===== src/rtl/avalon_csr_pkg.sv =====
`default_nettype none
// ============================================================================
//  Module      : avalon_csr_pkg
//  Description : Shared types and constants for the Avalon-MM CSR master.
//                Holds the controller state encoding, the CSR data width and
//                the default CSR word-address width.
//  Revision    : 1.0 - initial release
// ============================================================================
package avalon_csr_pkg;

  localparam int CSR_DATA_W     = 32;
  localparam int DEFAULT_ADDR_W = 2;

  // Controller states; at most one transfer is ever in flight.
  typedef enum logic [1:0] {
    ST_IDLE     = 2'd0,  // waiting for a command
    ST_REQ      = 2'd1,  // strobe asserted, waiting for waitrequest low
    ST_WAIT_RDV = 2'd2,  // read accepted, waiting for readdatavalid
    ST_RESP     = 2'd3   // response presented, waiting for rsp_ready
  } state_e;

endpackage : avalon_csr_pkg
`default_nettype wire


===== src/rtl/avalon_csr_master.sv =====
`default_nettype none
// ============================================================================
//  Module      : avalon_csr_master
//  Description : Single-outstanding Avalon-MM master for a small CSR space.
//                Takes read/write commands on a valid/ready port, runs one
//                Avalon-MM transfer with a timeout watchdog and returns the
//                result on a valid/ready response port.
//  Revision    : 1.0 - initial release
//
//  Ports
//    clk                sole clock, rising edge
//    reset_n            asynchronous active-low reset
//    cmd_valid/ready    command handshake (ready only in IDLE)
//    cmd_write          1 = write, 0 = read
//    cmd_address        CSR word address
//    cmd_writedata      write data
//    rsp_valid/ready    response handshake
//    rsp_readdata       read data (0 for writes and aborted transfers)
//    rsp_error          transfer aborted by timeout
//    csr_*              Avalon-MM master signals (all outputs registered)
// ============================================================================
module avalon_csr_master
  import avalon_csr_pkg::*;
#(
  parameter int TIMEOUT_CYCLES = 255,
  parameter int ADDR_W         = DEFAULT_ADDR_W
) (
  input  logic                  clk,
  input  logic                  reset_n,
  // command port
  input  logic                  cmd_valid,
  output logic                  cmd_ready,
  input  logic                  cmd_write,
  input  logic [ADDR_W-1:0]     cmd_address,
  input  logic [CSR_DATA_W-1:0] cmd_writedata,
  // response port
  output logic                  rsp_valid,
  input  logic                  rsp_ready,
  output logic [CSR_DATA_W-1:0] rsp_readdata,
  output logic                  rsp_error,
  // Avalon-MM master
  output logic [ADDR_W-1:0]     csr_address,
  output logic                  csr_read,
  output logic                  csr_write,
  output logic [CSR_DATA_W-1:0] csr_writedata,
  input  logic                  csr_waitrequest,
  input  logic [CSR_DATA_W-1:0] csr_readdata,
  input  logic                  csr_readdatavalid
);

  localparam int CNT_W = $clog2(TIMEOUT_CYCLES + 1);

  state_e                  state_q, state_d;
  logic                    cmd_ready_q, cmd_ready_d;
  logic                    rsp_valid_q, rsp_valid_d;
  logic                    rsp_error_q, rsp_error_d;
  logic [CSR_DATA_W-1:0]   rsp_readdata_q, rsp_readdata_d;
  logic                    csr_read_q, csr_read_d;
  logic                    csr_write_q, csr_write_d;
  logic [ADDR_W-1:0]       csr_address_q, csr_address_d;
  logic [CSR_DATA_W-1:0]   csr_writedata_q, csr_writedata_d;
  logic [CNT_W-1:0]        cnt_q, cnt_d;

  logic                    w_cmd_accept;
  logic [CNT_W-1:0]        w_cnt_inc;
  logic                    w_timeout;

  // cmd_ready_q is only ever set while heading into IDLE, so it implies IDLE;
  // the state term keeps the accept decode self-evidently safe.
  assign w_cmd_accept = cmd_valid && cmd_ready_q && (state_q == ST_IDLE);
  assign w_cnt_inc    = cnt_q + CNT_W'(1);
  // Abort when this wait cycle would bring the count to the limit. Any
  // completion seen in the same cycle takes priority below.
  assign w_timeout    = (w_cnt_inc == CNT_W'(TIMEOUT_CYCLES));

  // --------------------------------------------------------------------------
  // State and output registers
  // --------------------------------------------------------------------------
  always_ff @(posedge clk or negedge reset_n) begin
    if (!reset_n) begin
      state_q         <= ST_IDLE;
      cmd_ready_q     <= 1'b0;
      rsp_valid_q     <= 1'b0;
      rsp_error_q     <= 1'b0;
      rsp_readdata_q  <= '0;
      csr_read_q      <= 1'b0;
      csr_write_q     <= 1'b0;
      csr_address_q   <= '0;
      csr_writedata_q <= '0;
      cnt_q           <= '0;
    end else begin
      state_q         <= state_d;
      cmd_ready_q     <= cmd_ready_d;
      rsp_valid_q     <= rsp_valid_d;
      rsp_error_q     <= rsp_error_d;
      rsp_readdata_q  <= rsp_readdata_d;
      csr_read_q      <= csr_read_d;
      csr_write_q     <= csr_write_d;
      csr_address_q   <= csr_address_d;
      csr_writedata_q <= csr_writedata_d;
      cnt_q           <= cnt_d;
    end
  end

  // --------------------------------------------------------------------------
  // Next-state logic
  // --------------------------------------------------------------------------
  always_comb begin
    state_d = state_q;
    case (state_q)
      ST_IDLE: begin
        if (w_cmd_accept) state_d = ST_REQ;
      end
      ST_REQ: begin
        // The strobe is always high in REQ, so waitrequest low means accepted.
        if (!csr_waitrequest) state_d = csr_write_q ? ST_RESP : ST_WAIT_RDV;
        else if (w_timeout)   state_d = ST_RESP;
      end
      ST_WAIT_RDV: begin
        if (csr_readdatavalid || w_timeout) state_d = ST_RESP;
      end
      ST_RESP: begin
        if (rsp_ready) state_d = ST_IDLE;
      end
      default: state_d = ST_IDLE;
    endcase
  end

  // --------------------------------------------------------------------------
  // Output / datapath next values
  // --------------------------------------------------------------------------
  always_comb begin
    // Ready is registered from the next state so it cannot rise in the cycle
    // rsp_ready is sampled, nor in the first cycle after reset release.
    cmd_ready_d     = (state_d == ST_IDLE);
    rsp_valid_d     = rsp_valid_q;
    rsp_error_d     = rsp_error_q;
    rsp_readdata_d  = rsp_readdata_q;
    csr_read_d      = csr_read_q;
    csr_write_d     = csr_write_q;
    csr_address_d   = csr_address_q;
    csr_writedata_d = csr_writedata_q;
    cnt_d           = cnt_q;

    case (state_q)
      ST_IDLE: begin
        if (w_cmd_accept) begin
          csr_read_d      = !cmd_write;
          csr_write_d     = cmd_write;
          csr_address_d   = cmd_address;
          csr_writedata_d = cmd_writedata;
          cnt_d           = '0;
        end
      end
      ST_REQ: begin
        cnt_d = w_cnt_inc;
        if (!csr_waitrequest) begin
          csr_read_d  = 1'b0;
          csr_write_d = 1'b0;
          if (csr_write_q) begin
            rsp_valid_d    = 1'b1;
            rsp_error_d    = 1'b0;
            rsp_readdata_d = '0;
          end
        end else if (w_timeout) begin
          csr_read_d     = 1'b0;
          csr_write_d    = 1'b0;
          rsp_valid_d    = 1'b1;
          rsp_error_d    = 1'b1;
          rsp_readdata_d = '0;
        end
      end
      ST_WAIT_RDV: begin
        cnt_d = w_cnt_inc;
        if (csr_readdatavalid) begin
          rsp_valid_d    = 1'b1;
          rsp_error_d    = 1'b0;
          rsp_readdata_d = csr_readdata;
        end else if (w_timeout) begin
          rsp_valid_d    = 1'b1;
          rsp_error_d    = 1'b1;
          rsp_readdata_d = '0;
        end
      end
      ST_RESP: begin
        if (rsp_ready) begin
          rsp_valid_d    = 1'b0;
          rsp_error_d    = 1'b0;
          rsp_readdata_d = '0;
        end
      end
      default: ;
    endcase
  end

  assign cmd_ready     = cmd_ready_q;
  assign rsp_valid     = rsp_valid_q;
  assign rsp_error     = rsp_error_q;
  assign rsp_readdata  = rsp_readdata_q;
  assign csr_read      = csr_read_q;
  assign csr_write     = csr_write_q;
  assign csr_address   = csr_address_q;
  assign csr_writedata = csr_writedata_q;

endmodule : avalon_csr_master
`default_nettype wire

===== config.mk =====
export PLATFORM = sky130hd
export DESIGN_NAME = avalon_csr_master
export DESIGN_NICKNAME = d
export VERILOG_FILES = /design/src/rtl/avalon_csr_pkg.sv /design/src/rtl/avalon_csr_master.sv
export SDC_FILE = /design/constraint.sdc
export NUM_CORES = 1
export LEC_CHECK = 0
export CORE_MARGIN = 2
export CORE_UTILIZATION = 48
export CTS_CLUSTER_DIAMETER = 80
export DETAILED_ROUTE_END_ITERATION = 7
export PLACE_DENSITY = 0.87
export REMOVE_ABC_BUFFERS = 1
export SYNTH_ARGS = -nofsm -noshare
export SYNTH_HDL_FRONTEND = slang
export SYNTH_SLANG_ARGS = --single-unit

===== constraint.sdc =====
create_clock -name clk -period 4.24 [get_ports clk]
set_input_delay 0.636 -clock clk [delete_from_list [all_inputs] [get_ports clk]]
set_output_delay 0.636 -clock clk [all_outputs]
set_load 0.01 [all_outputs]

==> summary.txt, run 1 <==
Synthesis
  – Post-synth ARST share: 100%
  – Yosys top cell by area: dfrtp_1
  – EDFF count, synth: 0
  – Top cell type's share of synthesized area: 51.0%
  – Count of cell types in the netlist: 45
  – Synth warn: 0
  – Area contributors post-synth: dfrtp_1, mux2_2, o311ai_0
  – Most used DFF post-synth: dfrtp_1
  – Syn Area/Cell: 10.6 um^2
  – Cell area after synthesis: 0.00398 mm^2
  – Mapped Cells: 375
  – Register area share after synthesis: 51.0%
  – Yosys reg bits: 81

Power and ir drop
  – Total Power: 3.28 mW
  – Pwr/cell area: 583 mW/mm^2
  – Peak supply drop: 0.270 mV
  – Leakage: 2.16 nW

Clock tree
  – CTS tree: built
  – Setup Buffers After CTS: 0
  – Total CTS buffers: 9
  – CTS max path bufs: 2
  – CTS hold repair buffers: 0
  – Clock Pin Slew Worst Setup and Hold Paths: 90 ps
  – Htree depth: 3
  – Worst-skew pair later-pin latency: 350 ps
  – Clock Tree Root: clkbuf_8
  – Sink Count: 81
  – Cts repair resizes: 0

Timing
  – Final setup viols: 0
  – Final Hold Viols: 0
  – Clock skew: 12.4 ps
  – Worst Hold Margin: 441 ps
  – Final period utilization: 68.4%
  – Max-slew violation count: 0
  – Min cycle time layout: 2900 ps
  – Unrepaired setup endpoints after global routing: no
  – Final worst slack: 1340 ps
  – Worst Tran Pin Value: 1020 ps
  – F_max: 345 MHz
  – Worst rel slew slack: 32.1%
  – Post-Route Setup TNS: 0 ps

Route
  – Wire length per cell: 17.2 um
  – Final wirelength: 10500 um
  – Met2 WL: 5220 um
  – WL met3: 622 um
  – Top Metal Used: met4
  – 1st-iter DRT viols: 254
  – Vias per cell: 5.73
  – Met1 Wirelength: 4430 um
  – DR pass1 iterations: 4
  – Antenna Nets Post-Route: 0
  – DR vias: 3512
  – Drt drc: 0

Hold path
  – Min-Delay Path Class: input port to async pin

Layout
  – Most frequent cells in the layout: clkdlybuf4s50_1, dfrtp_1, nand2_1
  – Cell area after layout: 0.00563 mm^2
  – Commonest non-fill, non-tap cell in the layout: clkdlybuf4s50_1
  – Ant. Diodes: 0
  – Nets@finish: 582
  – Layout cell share with drive strength beyond 1: 12.6%
  – P&R area growth vs syn: 41.5%

Floorplan
  – Die area: 0.00903 mm^2
  – Core Region: 0.00813 mm^2
  – I/O Pins: 144
  – Die width: 95.0 um
  – Number of cell rows: 33
  – Starting density of the core: 48.9%
  – Die height: 95.0 um

Worst setup path
  – CP Launch Type: register
  – Beginning of the critical path: state_q[1]$_DFF_PN0_
  – CP endpoint kind: register
  – WP data required: 4490 ps
  – FF-to-FF Start: state_q[1]$_DFF_PN0_
  – Worst setup path class: register to register
  – Critical path arrival: 3160 ps
  – R2R Setup Slk: 1340 ps
  – Crit Reg-Reg Endpoint: rsp_readdata[24]$_DFFE_PN0P_
  – Max FO, Critical Path: 33
  – Crit path capture: rsp_readdata[24]$_DFFE_PN0P_
  – R2R depth: 7

Global routing
  – Largest net degree at the start of global routing: 82
  – Number of global-route vias before repair: 3370
  – First-pass GRT wire length: 16800 um
  – Initial antenna violation count: 0
  – GRT Total Usage: 23.8%
  – Overflow after GRT: 0

Placed design
  – DP Wirelength: 7270 um
  – Placed Area: 0.00542 mm^2
  – Routability cong.: 0.820
  – Setup WS pre-CTS: 1080 ps
  – PortBufs: 143

Run
  – Max-cap violations: 0

Outcome
  – Run status: finished clean
==> synth_stat cells, types with 2 or more instances <==
library cell and n:
nand2_1 41, o31ai_1 3, nand3_1 11, o311ai_0 30
o21a_1 2, or2_2 2, o21ai_0 13, dfrtp_1 81
nor2_1 41, xor2_1 2, a211oi_1 31, ha_1 6
buf_4 5, xnor2_1 2, clkbuf_1 12, o2bb2ai_1 2
buf_1 2, buf_6 4, buf_2 8, mux2_2 34
and3_1 2, a31oi_1 2, o311ai_1 2, inv_1 8
a21oi_1 9
==> critical path, cell delays in order, from the launching register on <==
cell and delay [ps]:
dfrtp_1 420, inv_1 120, ha_1 350, or3b_1 430, o311ai_4 80, a211o_1 760
o311ai_0 330, a211oi_1 320
==> metrics by stage <==
| step | utilization (%) | std cells |
|---|---|---|
| floorplan | - | 344 |
| global placement | 66.7 | 597 |
| detailed placement | 66.7 | 597 |
| CTS | 69.2 | 613 |
| global route | 69.2 | 613 |
| finish | 69.2 | 613 |
==> sequential cells by signal (all words and copies together) (netlist names) <==
signal / cells
cnt_q: 8
csr_write: 1
rsp_error: 1
cmd_ready: 1
rsp_valid: 1
rsp_readdata: 32
csr_writedata: 32
csr_read: 1
state_q: 2
csr_address: 2
==> area by class of cell <==
cell class                      instances  area (um^2)
Clock inverter                          5         62.6
Multi-Input combinational cell        255         1770
Timing Repair Buffer                  148         1470
Fill cell                             615         2510
Sequential cell                        81         2030
Inverter                                8         30.0
Clock buffer                           11          141
Tap cell                              105          131
==> power by group <==
part           total, mW  switching (mW)  internal, mW
registers           1.15           0.146          1.00
clock network      0.584           0.291         0.293
logic               1.55           0.781         0.771
==> metal layers <==
layer / vias up / track usage (%)
met5: - / 0
met1: 1726 / 32.6
met2: 126 / 38.8
met4: 0 / 9.42
met3: 23 / 2.92
li1: 1637 / -
==> logic make-up (layout without fill, tap and decap cells) <==
group                    count (synthesis)  after routing  share of synthesized area (%)
AND/OR/NAND/NOR                        108            108                           12.1
adder cells (fa/ha/maj)                  6              6                           1.89
buffers and inverters                   39            172                           5.16
flip-flops                              81             81                           51.0
XOR/XNOR                                 4              4                          0.881
AO/OA/AOI/OAI                          102            102                           19.1
multiplexers                            35             35                           9.88
==> worst min path at each step <==
stage / endpoint / slack (ps) / from / depth (start not counted)
after floorplan: cmd_ready$_DFF_PN0_ / 340 / reset_n / 0
after global placement: cnt_q[7]$_DFFE_PN0P_ / 480 / cnt_q[7]$_DFFE_PN0P_ / 1
after detailed placement: rsp_error$_DFFE_PN0P_ / 490 / rsp_error$_DFFE_PN0P_ / 1
after CTS: rsp_error$_DFFE_PN0P_ / 490 / reset_n / 1
after global routing: csr_writedata[0]$_DFFE_PN0P_ / 520 / csr_writedata[0]$_DFFE_PN0P_ / 1
final: rsp_error$_DFFE_PN0P_ / 440 / reset_n / 1
Note: power is estimated with default switching activity, not from simulation.
==> run 2, diff against run 1 <==
--- a/config.mk
+++ b/config.mk
@@ -6,10 +6,10 @@
 export NUM_CORES = 1
 export LEC_CHECK = 0
 export CORE_MARGIN = 2
-export CORE_UTILIZATION = 48
+export CORE_UTILIZATION = 41
 export CTS_CLUSTER_DIAMETER = 80
 export DETAILED_ROUTE_END_ITERATION = 7
-export PLACE_DENSITY = 0.87
+export PLACE_DENSITY = 0.79
 export REMOVE_ABC_BUFFERS = 1
 export SYNTH_ARGS = -nofsm -noshare
 export SYNTH_HDL_FRONTEND = slang
==> constraint.sdc (replaced) <==
create_clock -name clk -period 2.5 [get_ports clk]
set_input_delay 0.375 -clock clk [delete_from_list [all_inputs] [get_ports clk]]
set_output_delay 0.375 -clock clk [all_outputs]
set_load 0.01 [all_outputs]
==> summary.txt, run 2 (synthesized netlist as in run 1, its figures left out) <==
Global routing
  – Number of global-route vias before repair: 3588
  – Overflow after GRT: 0
  – Largest net degree at the start of global routing: 45
  – Initial antenna violation count: 0
  – GRT Total Usage: 20.6%
  – First-pass GRT wire length: 16900 um

Layout
  – P&R area growth vs syn: 47.4%
  – Most frequent cells in the layout: clkdlybuf4s50_1, dfrtp_1, nand2_1
  – Nets@finish: 592
  – Cell area after layout: 0.00586 mm^2
  – Commonest non-fill, non-tap cell in the layout: clkdlybuf4s50_1
  – Finished Core Util: 62.8%
  – Layout cell share with drive strength beyond 1: 14.5%
  – Layout fillers: 749
  – Ant. Diodes: 0

Route
  – DR vias: 3527
  – Antenna Nets Post-Route: 0
  – Vias per cell: 5.45
  – Drt drc: 0
  – Final wirelength: 10900 um
  – DR pass1 iterations: 4
  – 1st-iter DRT viols: 138
  – Wire length per cell: 16.8 um

Power and ir drop
  – Leakage: 2.27 nW
  – Pwr/cell area: 1010 mW/mm^2
  – Peak supply drop: 0.520 mV

Timing
  – Final Hold Viols: 0
  – Clock skew: 12.4 ps
  – Final worst slack: 166 ps
  – Min cycle time layout: 2330 ps
  – Final period utilization: 93.3%
  – Max-slew violation count: 0
  – Worst Hold Margin: 2.40 ps
  – Worst Tran Pin Value: 575 ps
  – Unrepaired setup endpoints after global routing: no
  – Final setup viols: 0
  – Worst rel slew slack: 61.7%
  – F_max: 429 MHz

Clock tree
  – Total CTS buffers: 9
  – Clock Tree Root: clkbuf_8
  – Sink Count: 81
  – CTS max path bufs: 2
  – CTS tree: built
  – Htree depth: 3
  – Worst-skew pair later-pin latency: 360 ps
  – Clock Pin Slew Worst Setup and Hold Paths: 80 ps
  – Cts repair resizes: 0
  – CTS hold repair buffers: 0
  – Setup Buffers After CTS: 0

Floorplan
  – Die height: 102 um
  – Starting density of the core: 42.6%
  – Die area: 0.0105 mm^2
  – Number of cell rows: 35
  – Die width: 102 um
  – I/O Pins: 144
  – Core Region: 0.00933 mm^2

Worst setup path
  – Worst setup path class: register to register
  – Max FO, Critical Path: 38
  – CP Cell Sequence: ha_1, xnor2_1, or3_4, nor4_4, buf_12, a211oi_1
  – R2R depth: 6
  – CP Launch Type: register
  – CP max stage delay: 560 ps
  – Slowest cell on crit path: or3_4
  – CP endpoint kind: register
  – WP data required: 2720 ps
  – R2R Setup Slk: 170 ps
  – Crit Reg-Reg Endpoint: rsp_readdata[23]$_DFFE_PN0P_
  – Critical path arrival: 2560 ps
  – FF-to-FF Start: cnt_q[0]$_DFFE_PN0P_

Placed design
  – DP Wirelength: 7680 um
  – Placed Area: 0.00559 mm^2
  – Routability cong.: 0.870
  – Setup WS pre-CTS: 145 ps
  – PortBufs: 143

Outcome
  – Run status: finished clean

Run
  – Max-cap violations: 0

Hold path
  – Min-Delay Path Class: input port to async pin
[run 2: power breakdown]
| part | total [mW] | switching, mW | internal (mW) |
|---|---|---|---|
| combinational | 2.76 | 1.36 | 1.39 |
| clock | 1.25 | 0.482 | 0.766 |
| sequential | 1.94 | 0.245 | 1.70 |
[run 2: layout make-up]
type / count / area, um^2 / share of cell area [%]
Sequential cell: 81 / 2030 / 34.6
Clock buffer: 9 / 124 / 2.11
Inverter: 8 / 30.0 / 0.512
Timing Repair Buffer: 158 / 1600 / 27.3
Tap cell: 129 / 161 / 2.75
Clock inverter: 7 / 143 / 2.43
Multi-Input combinational cell: 255 / 1780 / 30.3
[run 2: stage by stage]
step           total power, mW  TNS, ps  std cells
2_1_floorplan             3.34   -56040        344
3_3_place_gp              4.58        0        631
3_5_place_dp              4.70        0        631
4_1_cts                   5.96        0        647
5_1_grt                   6.31        0        647
6_report                  5.94        0        647
[run 2: worst max path at each step]
stage                                    start                      endpoint  slack (ps)
after CTS                 cnt_q[0]$_DFFE_PN0P_  rsp_readdata[20]$_DFFE_PN0P_         160
after global routing      cnt_q[0]$_DFFE_PN0P_  rsp_readdata[20]$_DFFE_PN0P_          50
after global placement         csr_waitrequest  rsp_readdata[23]$_DFFE_PN0P_         230
final                     cnt_q[0]$_DFFE_PN0P_  rsp_readdata[23]$_DFFE_PN0P_         170
after floorplan           state_q[0]$_DFF_PN0_   rsp_readdata[0]$_DFFE_PN0P_       -1710
after detailed placement       csr_waitrequest  rsp_readdata[26]$_DFFE_PN0P_         140
[run 2: worst max-delay path, delay by kind of cell, from the launching register on]
kind | cells | cell delay [ps]
XOR/XNOR | 1 | 160
AND/OR/NAND/NOR | 2 | 990
adder cells (fa/ha/maj) | 1 | 310
AO/OA/AOI/OAI | 1 | 70
buffers and inverters | 1 | 220
flip-flops | 1 | 450
[run 2: routing by layer]
metal	track usage, %	vias to the layer above	part of all wire, %
li1	-	1659	-
met1	25.2	1713	40
met2	35.7	132	51
met3	3.19	23	6.0
met4	9.23	0	2.6
met5	0	-	0
==> run 3, diff against run 2 <==
--- a/config.mk
+++ b/config.mk
@@ -5,11 +5,14 @@
 export SDC_FILE = /design/constraint.sdc
 export NUM_CORES = 1
 export LEC_CHECK = 0
+export ABC_CLOCK_PERIOD_IN_PS = 2500
+export CELL_PAD_IN_SITES_DETAIL_PLACEMENT = 1
+export CELL_PAD_IN_SITES_GLOBAL_PLACEMENT = 1
 export CORE_MARGIN = 2
-export CORE_UTILIZATION = 41
+export CORE_UTILIZATION = 31
 export CTS_CLUSTER_DIAMETER = 80
 export DETAILED_ROUTE_END_ITERATION = 7
-export PLACE_DENSITY = 0.79
+export PLACE_DENSITY = 0.8
 export REMOVE_ABC_BUFFERS = 1
 export SYNTH_ARGS = -nofsm -noshare
 export SYNTH_HDL_FRONTEND = slang
==> summary.txt, run 3 (synthesized netlist as in run 1, its figures left out) <==
Layout
  – P&R area growth vs syn: 50.3%
  – Layout fillers: 1371
  – Commonest non-fill, non-tap cell in the layout: clkdlybuf4s50_1
  – Finished Core Util: 47.6%
  – Most frequent cells in the layout: clkdlybuf4s50_1, dfrtp_1, nand2_1
  – Nets@finish: 596
  – Layout cell share with drive strength beyond 1: 15.1%
  – Ant. Diodes: 0
  – Non-filler cells, final: 694
  – Cell area after layout: 0.00598 mm^2

Worst setup path
  – Slowest cell on crit path: or3_4
  – Max FO, Critical Path: 23
  – CP Launch Type: register
  – CP endpoint kind: register
  – WP data required: 2700 ps
  – Critical path arrival: 2490 ps
  – CP Cell Sequence: ha_1, xnor2_1, or3_4, buf_4, o311ai_0, a211oi_1
  – CP max stage delay: 500 ps
  – Worst setup path class: register to register

Floorplan
  – Core Region: 0.0126 mm^2
  – Die area: 0.0138 mm^2
  – Die height: 117 um
  – I/O Pins: 144
  – Die width: 117 um
  – Starting density of the core: 31.6%
  – Number of cell rows: 41

Clock tree
  – Setup Buffers After CTS: 0
  – Clock Tree Root: clkbuf_16
  – Sink Count: 81
  – CTS tree: built
  – CTS hold repair buffers: 0
  – Worst-skew pair later-pin latency: 330 ps
  – Clock Pin Slew Worst Setup and Hold Paths: 60 ps
  – CTS max path bufs: 2
  – Total CTS buffers: 9
  – Cts repair resizes: 0
  – Htree depth: 3

Timing
  – Final period utilization: 91.6%
  – Min cycle time layout: 2290 ps
  – Clock skew: 6.13 ps
  – Worst Tran Pin Value: 657 ps
  – Final setup viols: 0
  – Worst Hold Margin: 59.8 ps
  – Final Hold Viols: 0
  – F_max: 437 MHz
  – Worst rel slew slack: 56.2%
  – Unrepaired setup endpoints after global routing: no
  – Max-slew violation count: 0

Global routing
  – Largest net degree at the start of global routing: 49
  – Overflow after GRT: 0
  – Number of global-route vias before repair: 3694
  – Initial antenna violation count: 0
  – First-pass GRT wire length: 18400 um
  – GRT Total Usage: 17.1%

Run
  – Max-cap violations: 0

Power and ir drop
  – Peak supply drop: 0.447 mV
  – Leakage: 2.30 nW
  – Pwr/cell area: 1030 mW/mm^2
  – Total Power: 6.15 mW

Route
  – Drt drc: 0
  – DR vias: 3510
  – Vias per cell: 5.06
  – Wire length per cell: 17.1 um
  – DR pass1 iterations: 4
  – Final wirelength: 11900 um
  – 1st-iter DRT viols: 177
  – Antenna Nets Post-Route: 0

Outcome
  – Run status: finished clean

Placed design
  – DP Wirelength: 8670 um
  – PortBufs: 143
  – Routability cong.: 0.808
  – Placed cells: 675
  – Placed Area: 0.00564 mm^2

Hold path
  – Min-Delay Path Class: input port to async pin
==> run 3: cell types whose count changed in the layout (fill, tap and decap cells not counted), sizes merged <==
cell / delta
buf: +4
inv: +1
bufinv: -2
clkinv: -1
clkinvlp: +2
==> run 3: critical path: cells and delay by family, from the launching register on <==
kind,cells,cell delay [ps]
XOR/XNOR,1,150
AND/OR/NAND/NOR,1,500
AO/OA/AOI/OAI,2,510
buffers and inverters,1,240
adder cells (fa/ha/maj),1,310
flip-flops,1,440
==> run 3: through the flow <==
step           worst slack, ps  TNS, ps
6_report                   209        0
5_1_grt                   16.2        0
4_1_cts                    126        0
3_5_place_dp               105        0
3_3_place_gp               195        0
2_1_floorplan            -1710   -56040
==> run 3: per-layer routing <==
layer	vias up	global-route usage, %	part of all wire, %
li1	1665	-	-
met3	16	2.52	4.8
met2	90	30.0	51
met1	1739	21.6	43
met4	0	5.88	1.4
met5	-	0	0
==> run 3: final cells by class <==
class	count	area, um^2	area share (%)
sequential	81	2030	33.9
tap	172	215	3.60
clock buffer	9	225	3.77
timing repair buffer	162	1610	26.9
clock inverter	7	93.8	1.57
multi-input combinational	255	1780	29.7
inverter	8	30.0	0.502
==> run 3: path summary, 6_finish.rpt <==
kind / from / end / slack (ps) / depth (start not counted)
setup / recovery: cnt_q[0]$_DFFE_PN0P_ / rsp_readdata[5]$_DFFE_PN0P_ / 210 / 6
hold / removal: reset_n / rsp_readdata[28]$_DFFE_PN0P_ / 60 / 1
setup reg to reg: cnt_q[0]$_DFFE_PN0P_ / rsp_readdata[5]$_DFFE_PN0P_ / 210 / 6
hold reg to reg: cnt_q[7]$_DFFE_PN0P_ / cnt_q[7]$_DFFE_PN0P_ / 490 / 1
max in group asynchronous: reset_n / csr_writedata[28]$_DFFE_PN0P_ / 1800 / 2
min in group clk: cnt_q[7]$_DFFE_PN0P_ / cnt_q[7]$_DFFE_PN0P_ / 490 / 1
==> run 3: power breakdown <==
part | switching [mW] | internal [mW] | leakage, nW
registers | 0.255 | 1.70 | 1.04
logic | 1.39 | 1.40 | 1.10
clock network | 0.534 | 0.874 | 0.152
